**src/rtl/pc_predict_ctrlr.sv**
```systemverilog
// pc_predict_ctrlr: fetch-stage next-PC controller.
// It holds the fetch PC and predicts the next fetch address from a
// direct-mapped BTB with 2-bit saturating counters. It also resolves
// branches and jumps reported by execute. A wrong prediction raises a
// combinational flush and redirects fetch.
module pc_predict_ctrlr #(
    parameter int              XLEN      = 32,
    parameter int              BTB_DEPTH = 16,
    parameter logic [XLEN-1:0] RESET_PC  = '0
) (
    input  logic            clock,
    input  logic            reset_n,
    input  logic            w_stall,
    input  logic            w_resolve_valid,
    input  logic            w_branch_op,
    input  logic            w_jump_op,
    input  logic            w_imm_op,
    input  logic            w_success,
    input  logic [XLEN-1:0] w_epc_in,
    input  logic [XLEN-1:0] w_alu_imm,
    input  logic [25:0]     w_br_imm_26,
    input  logic [XLEN-1:0] w_reg_pc,
    input  logic            w_pred_taken_in,
    input  logic [XLEN-1:0] w_pred_target_in,
    output logic [XLEN-1:0] w_pc_out,
    output logic            w_pred_taken_out,
    output logic [XLEN-1:0] w_pred_target_out,
    output logic            w_flush,
    output logic [XLEN-1:0] w_redirect_pc,
    output logic [15:0]     w_mispredict_cnt
);

    localparam int IDX  = $clog2(BTB_DEPTH);
    localparam int TAGW = XLEN - 2 - IDX;

    // Fetch PC and mispredict counter
    logic [XLEN-1:0] pc_q, pc_d;
    logic [15:0]     missCnt_q, missCnt_d;

    // BTB storage
    logic            btbValid_q  [BTB_DEPTH];
    logic [TAGW-1:0] btbTag_q    [BTB_DEPTH];
    logic [XLEN-1:0] btbTarget_q [BTB_DEPTH];
    logic [1:0]      btbCtr_q    [BTB_DEPTH];

    // Lookup side, driven by the current fetch PC
    logic [IDX-1:0]  lookupIdx;
    logic            lookupHit;

    // Resolve side, driven by the op coming back from execute
    logic [XLEN-1:0] slotPc;
    logic [XLEN-1:0] fallThroughPc;
    logic [XLEN-1:0] actualTarget;
    logic            actualTaken;
    logic [XLEN-1:0] actualNext;
    logic            isCtrlOp;
    logic            mispredict;
    logic            doUpdate;
    logic [IDX-1:0]  updateIdx;
    logic [TAGW-1:0] updateTag;
    logic            updateHit;

    assign lookupIdx = pc_q[2+IDX-1:2];
    assign lookupHit = btbValid_q[lookupIdx] && (btbTag_q[lookupIdx] == pc_q[XLEN-1:2+IDX]);

    assign w_pc_out          = pc_q;
    assign w_pred_taken_out  = lookupHit && btbCtr_q[lookupIdx][1];
    assign w_pred_target_out = lookupHit ? btbTarget_q[lookupIdx] : '0;
    assign w_mispredict_cnt  = missCnt_q;

    // Resolve the op: compute the true target and direction, then compare them with the prediction it carried
    always_comb begin
        slotPc        = w_epc_in + XLEN'(4);
        fallThroughPc = w_epc_in + XLEN'(8);
        if (w_jump_op) begin
            if (w_imm_op) begin
                actualTarget = {slotPc[XLEN-1:28], w_br_imm_26, 2'b00};
            end else begin
                actualTarget = w_reg_pc;
            end
        end else begin
            actualTarget = slotPc + w_alu_imm;
        end
        actualTaken = (w_branch_op && w_success) || w_jump_op;
        actualNext  = actualTaken ? actualTarget : fallThroughPc;
        isCtrlOp    = w_branch_op || w_jump_op;
        doUpdate    = w_resolve_valid && isCtrlOp;
        mispredict  = doUpdate &&
                      ((actualTaken != w_pred_taken_in) ||
                       (actualTaken && (actualTarget != w_pred_target_in)));
        updateIdx   = w_epc_in[2+IDX-1:2];
        updateTag   = w_epc_in[XLEN-1:2+IDX];
        updateHit   = btbValid_q[updateIdx] && (btbTag_q[updateIdx] == updateTag);
    end

    assign w_flush       = mispredict;
    assign w_redirect_pc = mispredict ? actualNext : '0;

    // Next fetch PC: a redirect beats a stall, a stall beats a prediction, and a prediction beats sequential fetch
    always_comb begin
        pc_d = pc_q + XLEN'(4);
        if (mispredict) begin
            pc_d = actualNext;
        end else if (w_stall) begin
            pc_d = pc_q;
        end else if (w_pred_taken_out) begin
            pc_d = w_pred_target_out;
        end
    end

    // The mispredict counter stops at all-ones instead of wrapping
    always_comb begin
        missCnt_d = missCnt_q;
        if (mispredict && (missCnt_q != 16'hFFFF)) begin
            missCnt_d = missCnt_q + 16'd1;
        end
    end

    // PC and counter registers
    always_ff @(posedge clock or negedge reset_n) begin
        if (!reset_n) begin
            pc_q      <= RESET_PC;
            missCnt_q <= '0;
        end else begin
            pc_q      <= pc_d;
            missCnt_q <= missCnt_d;
        end
    end

    // BTB training: a hit adjusts the counter, and a taken miss allocates the entry (jumps start strongly taken)
    always_ff @(posedge clock or negedge reset_n) begin
        if (!reset_n) begin
            for (int i = 0; i < BTB_DEPTH; i++) begin
                btbValid_q[i]  <= 1'b0;
                btbTag_q[i]    <= '0;
                btbTarget_q[i] <= '0;
                btbCtr_q[i]    <= 2'b00;
            end
        end else if (doUpdate) begin
            if (updateHit) begin
                if (actualTaken) begin
                    btbTarget_q[updateIdx] <= actualTarget;
                    if (btbCtr_q[updateIdx] != 2'b11) begin
                        btbCtr_q[updateIdx] <= btbCtr_q[updateIdx] + 2'b01;
                    end
                end else if (btbCtr_q[updateIdx] != 2'b00) begin
                    btbCtr_q[updateIdx] <= btbCtr_q[updateIdx] - 2'b01;
                end
            end else if (actualTaken) begin
                btbValid_q[updateIdx]  <= 1'b1;
                btbTag_q[updateIdx]    <= updateTag;
                btbTarget_q[updateIdx] <= actualTarget;
                btbCtr_q[updateIdx]    <= w_jump_op ? 2'b11 : 2'b10;
            end
        end
    end

endmodule
```
**config.mk**
```make
export PLATFORM = sky130hd
export DESIGN_NAME = pc_predict_ctrlr
export DESIGN_NICKNAME = d
export VERILOG_FILES = /design/src/rtl/pc_predict_ctrlr.sv
export SDC_FILE = /design/constraint.sdc
export NUM_CORES = 2
export LEC_CHECK = 0
export CAP_MARGIN = 10
export CORE_MARGIN = 5
export CORE_UTILIZATION = 50
export CTS_CLUSTER_DIAMETER = 120
export DETAILED_ROUTE_END_ITERATION = 10
export PLACE_DENSITY = 0.79
export SLEW_MARGIN = 10
export SYNTH_ARGS = -nofsm -noshare
export SYNTH_HDL_FRONTEND = slang
export SYNTH_SLANG_ARGS = --single-unit
```
**constraint.sdc**
```tcl
create_clock -name clock -period 22.4 [get_ports clock]
set_clock_uncertainty 0.1 [all_clocks]
set_input_delay 6.72 -clock clock [delete_from_list [all_inputs] [get_ports clock]]
set_output_delay 6.72 -clock clock [all_outputs]
set_load 0.03 [all_outputs]
```
==> Yosys cells after proc, flatten, opt, wreduce, memory -nomap -nowiden <==
Cells that the tools add are included.
Widths: inputs -> output; s select.
{ "totals": {"n_memories": 0, "reg_bits": 1024, "wordCells": 154, "romBits": 0, "latchBits": 0, "ram_bits": 0, "input_bits": 163} }
{ "op_classes": {"order_cmp": 3, "mul": 0, "reduce_logical": 18, "bitwise": 4, "addsub": 7, "n_eq_ne": 8, "n_div": 0, "mux": 48, "n_shift": 0} }
{ "ops": {"columns": ["cell", "n"], "rows": [
  ["$bwmux 512", 1],
  ["$mux 32", 16],
  ["$bwmux 416", 1],
  ["$bmux 26 s4", 2],
  ["$mux 26", 5],
  ["$bmux 32 s4", 1],
  ["$demux 32 s4", 1],
  ["$demux 26 s4", 1],
  ["$bwmux 32", 3],
  ["$add 32x3->32 const B", 2],
  ["$eq 26x26->1", 2],
  ["$add 32x32->32", 1],
  ["$add 32x4->32 const B", 1],
  ["$ne 32x32->1", 1],
  ["$add 16x1->16 const B", 1],
  ["$bmux 2 s4", 2],
  ["$ne 16x16->1 const B", 1],
  ["$or 16x16->16", 1],
  ["$ge 5x5->1 const B", 2],
  ["$mux 2", 5],
  ["$not 4->5", 2],
  ["$logic_and 1x1->1", 9],
  ["$bmux 1 s4", 2],
  ["$demux 2 s4", 1],
  ["other kinds (15)", 24]
]} }

==> Logic depth before layout (Yosys ltp) <==
{ "logic_depth": {"word_depth": 10, "mapped_depth": 26, "depth_no_buf": 23} }

==> Worst setup path before layout <==
OpenSTA, ideal clock, no wires.
{ "synth_timing": {"kind": "in2out", "start": "in w_epc_in[3]", "end": "out w_redirect_pc[25]", "path_buffers": 3, "stages": 26, "arrival_ns": 11.762, "slack_ns": 3.818, "path_cell_list": "ha_1 -> nand3_1 -> nor2_1 -> nand3_1 -> or2_2 -> clkbuf_1 -> or3_1 -> nor2_1 -> and3_1 -> nand2_1 -> xnor2_1 -> ha_1 -> clkbuf_1 -> o21ai_0 -> nand2b_1 -> and2_1 -> or4_1 -> o221ai_2 -> xnor2_1 -> a2111oi_0 -> nand4b_1 -> nor4_4 -> nand2b_1 -> buf_6 -> inv_2 -> and2_1"} }
{ "synth_between": {"elab_chain_len": 8} }
{ "synth_rtl": {"columns": ["element", "line", "source"], "rows": [
  ["start: declaration", "19", "input logic [XLEN-1:0] w_epc_in,"],
  ["$add 32x3->32 (*)", "73", "slotPc = w_epc_in + XLEN'(4);"],
  ["$add 32x32->32 or $mux 32 (tied branches)", "82, 76", null],
  ["$mux 32 (*)", "75", "if (w_jump_op) begin"],
  ["$ne 32x32->1 (*)", "90", "(actualTaken && (actualTarget != w_pred_target_in)));"],
  ["$logic_and 1x1->1 (*)", "90", null],
  ["$logic_or 1x1->1 (*)", "89", "((actualTaken != w_pred_taken_in) ||"],
  ["$logic_and 1x1->1 (*)", "88", "mispredict = doUpdate &&"],
  ["named net w_flush", "28", "output logic w_flush,"],
  ["$mux 32 (*)", "97", "assign w_redirect_pc = mispredict ? actualNext : '0;"],
  ["end: declaration", "29", "output logic [XLEN-1:0] w_redirect_pc,"]
]} }
Mark *: on every way through the listed nets, which the timed path passes. The rest lies on a longest branch.

==> Final worst setup path <==
{ "layout_timing": {"start": "in w_epc_in[6]", "end": "out w_flush"} }
{ "layout_between": {"elab_chain_len": 7} }
{ "layout_rtl": {"columns": ["element", "line"], "rows": [
  ["$add 32x3->32 (*)", "73"],
  ["$add 32x32->32 or $mux 32 (tied branches)", "82, 76"],
  ["$mux 32 (*)", "75"],
  ["$ne 32x32->1 (*)", "90"],
  ["$logic_and 1x1->1 (*)", "90"],
  ["$logic_or 1x1->1 (*)", "89"],
  ["$logic_and 1x1->1 (*)", "88"],
  ["end: declaration", "28"]
]} }
Every way passes the cells marked *; elsewhere a longest branch is shown, timed or not.

==> reports/results.tsv <==
metric	value	unit
status	finished clean	
GRT Util Overall	31.11	%
Skew-Pair Late Insertion Delay	740	ps
DIE AREA	0.1177	sq mm
pwr/cell area	103.4	mW/mm^2
P_leak	26.39	nW
total gr overflow	0	
I/O pin total	277	
Period Utilization, post-route	96.05	%
Mapped Area	0.05547	sq mm
core area	0.1104	sq mm
Post-Syn Instances	4771	
First-pass DRT Iterations	8	
R2R depth	14	
post-synthesis area per instance	11.63	sq um
fin. max-slew vios	0	
CP Launch Type	primary input	
TritonCTS Buffers	105	
YS warnings	0	
Worst Path Arrival	14690	ps
number of flops mapped to enable cells by yosys	0	
CTS tree	yes	
RR Startpoint	w_pc_out[3]$_DFFE_PN0P_	
Residual DRC	0	
antenna violations before repair	18	
Nets	5053	
final core utilization	57.05	%
routed wire length per instance	28.64	microns
RSZ-0062 raised after global routing	no	
worst path bufs/invs	5	
Initial DRC Count	5390	
Tmin final	21510	ps
I/O Buffers	276	
Least-Margin Pin Slew	1286	ps
Via Count	42050	
fill cell count	8618	
Hold Buf Count CTS	0	
vias in the first global route	42470	
Max Cap Violations	0	
R2R setup slack	15720	ps
most frequent cells in the layout	dfrtp_1 (1021), nand2_1 (617), o21ai_0 (491)	
FF+latch count, synth	1024	
worst hold-check path type	reg2reg	
family with the most delay on the worst path	simple AND/OR/NAND/NOR gates	
number of stages on the worst setup path	25	
clock tree buffer depth	3	
Routability Congestion	0.9548	
first-pass GRT wire length	274.2	mm
leading cell type in the layout, fill and taps excluded	dfrtp_1	
CTS H-tree lvls	3	
Post-CTS Resized	0	
post-route ant nets	0	
CP Launch Point	w_epc_in[6]	
initial core utilization	50.26	%
clk sink count	1024	
Area Growth Syn to Fin	13.52	%
root buffer cell	clkbuf_16	
Synth cell types	92	
Synth Flop Type	dfrtp_1	
CP required	15580	ps
Max Fclk	46.48	MHz
Worst VDD drop	0.07513	mV
Die Width	343.1	microns
RR Endpoint	w_pc_out[25]$_DFFE_PN0P_	
clk slew on worst S/H paths	60	ps
chip height	343.1	microns
layout cells sized above 1	25.22	%
CP max stage delay	750	ps
net count after synthesis	4975	
drt total wl	184.1	mm
slowest stage cell, crit path	o221ai_2	
Final Hold Fails	0	
hold_ws	372.4	ps
sequential area share after synthesis	46.20	%
Setup Buffers After CTS	0	
crit path to	w_flush	
vias per cell	6.540	
Worst setup EP type	primary output	
Crit Path Max Fanout	35	
Slew headroom	12.56	%
Setup TNS Final	0	ps
async set-or-reset flop fraction in the synthesized netlist	100.0	%
CP Class	in2out	
Final setup viols	0	
largest net degree at the start of global routing	173	
Placement Rows	122	
DP Wirelength	119.6	mm
## power breakdown
group | internal, mW | switching [mW]
logic | 0.983 | 1.09
clock network | 1.02 | 0.767
registers | 2.29 | 0.356
total | 4.30 | 2.21
## metrics by stage
| step | area [sq um] | setup slack (ps) | power, mW | cells |
|---|---|---|---|---|
| 3_3_place_gp | 59420 | 1324 | 4.592 | 6230 |
| 4_1_cts | 62930 | 1137 | 6.465 | 6416 |
| 6_report | 62970 | 885.5 | 6.513 | 6430 |
| 5_1_grt | 62950 | 615.3 | 6.766 | 6422 |
| 2_1_floorplan | 55470 | 3818 | 3.941 | 4771 |
| 3_5_place_dp | 59420 | 1205 | 4.678 | 6230 |
## routing by layer
layer / GRT usage (%) / vias to the layer above / routed length [microns]
met5: 0 / - / 88
met4: 14.68 / 14 / 10200
met3: 10.74 / 623 / 24220
met2: 46.52 / 2682 / 81480
met1: 41.09 / 21170 / 68140
li1: - / 17560 / -
## synthesized netlist by cell type, drive strengths merged (18+ instances only)
cell / n / area (sq um)
inv: 33 / 123.9
o21ai: 501 / 2511
nand3: 58 / 290.3
nor2b: 41 / 256.5
clkbuf: 257 / 964.7
o22ai: 33 / 206.5
nor4: 18 / 142.6
mux2: 479 / 5394
or2: 22 / 137.6
a21oi: 148 / 752.0
dfrtp: 1024 / 25620
nand2: 621 / 2331
a31oi: 26 / 162.7
a211oi: 18 / 145.1
and3: 20 / 125.1
ha: 40 / 500.5
xnor2: 106 / 928.4
mux4: 395 / 8896
nand4: 55 / 344.1
nor2: 257 / 977.2
xor2: 71 / 621.9
mux2i: 117 / 1171
buf: 159 / 800.8
nor3: 60 / 300.3
## worst min path at each step
stage | start | to | depth (start not counted)
final | btbTarget_q[353]$_DFFE_PN0P_ | btbTarget_q[353]$_DFFE_PN0P_ | 2
after global routing | btbTarget_q[185]$_DFFE_PN0P_ | btbTarget_q[185]$_DFFE_PN0P_ | 2
after floorplan | btbTarget_q[311]$_DFFE_PN0P_ | btbTarget_q[311]$_DFFE_PN0P_ | 2
after CTS | btbTarget_q[279]$_DFFE_PN0P_ | btbTarget_q[279]$_DFFE_PN0P_ | 2
after global placement | btbTarget_q[23]$_DFFE_PN0P_ | btbTarget_q[23]$_DFFE_PN0P_ | 2
after detailed placement | btbTarget_q[279]$_DFFE_PN0P_ | btbTarget_q[279]$_DFFE_PN0P_ | 2
## final cells by class
type | instances | area [sq um] | area share (%)
clock buffers | 150 | 3018 | 4.793
flip-flops and latches | 1024 | 25640 | 40.71
diodes | 14 | 35.03 | 0.05564
inverters | 35 | 132.6 | 0.2106
multi-input cells | 3296 | 28180 | 44.76
well taps | 1488 | 1862 | 2.957
repair buffers | 387 | 3610 | 5.733
clock inverters | 36 | 493.0 | 0.7829
## registers in the layout, summed over array words and instances (netlist names)
signal,cells
btbValid_q,16
w_pc_out,32
w_mispredict_cnt,16
btbTarget_q,512
btbTag_q,416
btbCtr_q,32
## tightest hold or removal path, cell delays in order, from the launching register on
cell and delay (ps):
dfrtp_1 340, nand2_1 40, o21ai_0 50
## logic make-up (layout without fill, tap and decap cells)
logic type               Yosys count  in the layout  share of synthesized area (%)
buffers and inverters            451            608                          3.420
AND/OR/NAND/NOR                 1224           1224                          9.774
other                              0             14                              0
adder cells (fa/ha/maj)           41             41                         0.9384
XOR/XNOR                         179            179                          2.878
flip-flops                      1024           1024                          46.20
multiplexers                     991            991                          27.88
AO/OA/AOI/OAI                    861            861                          8.915
Note: power is estimated with default switching activity, not from simulation.
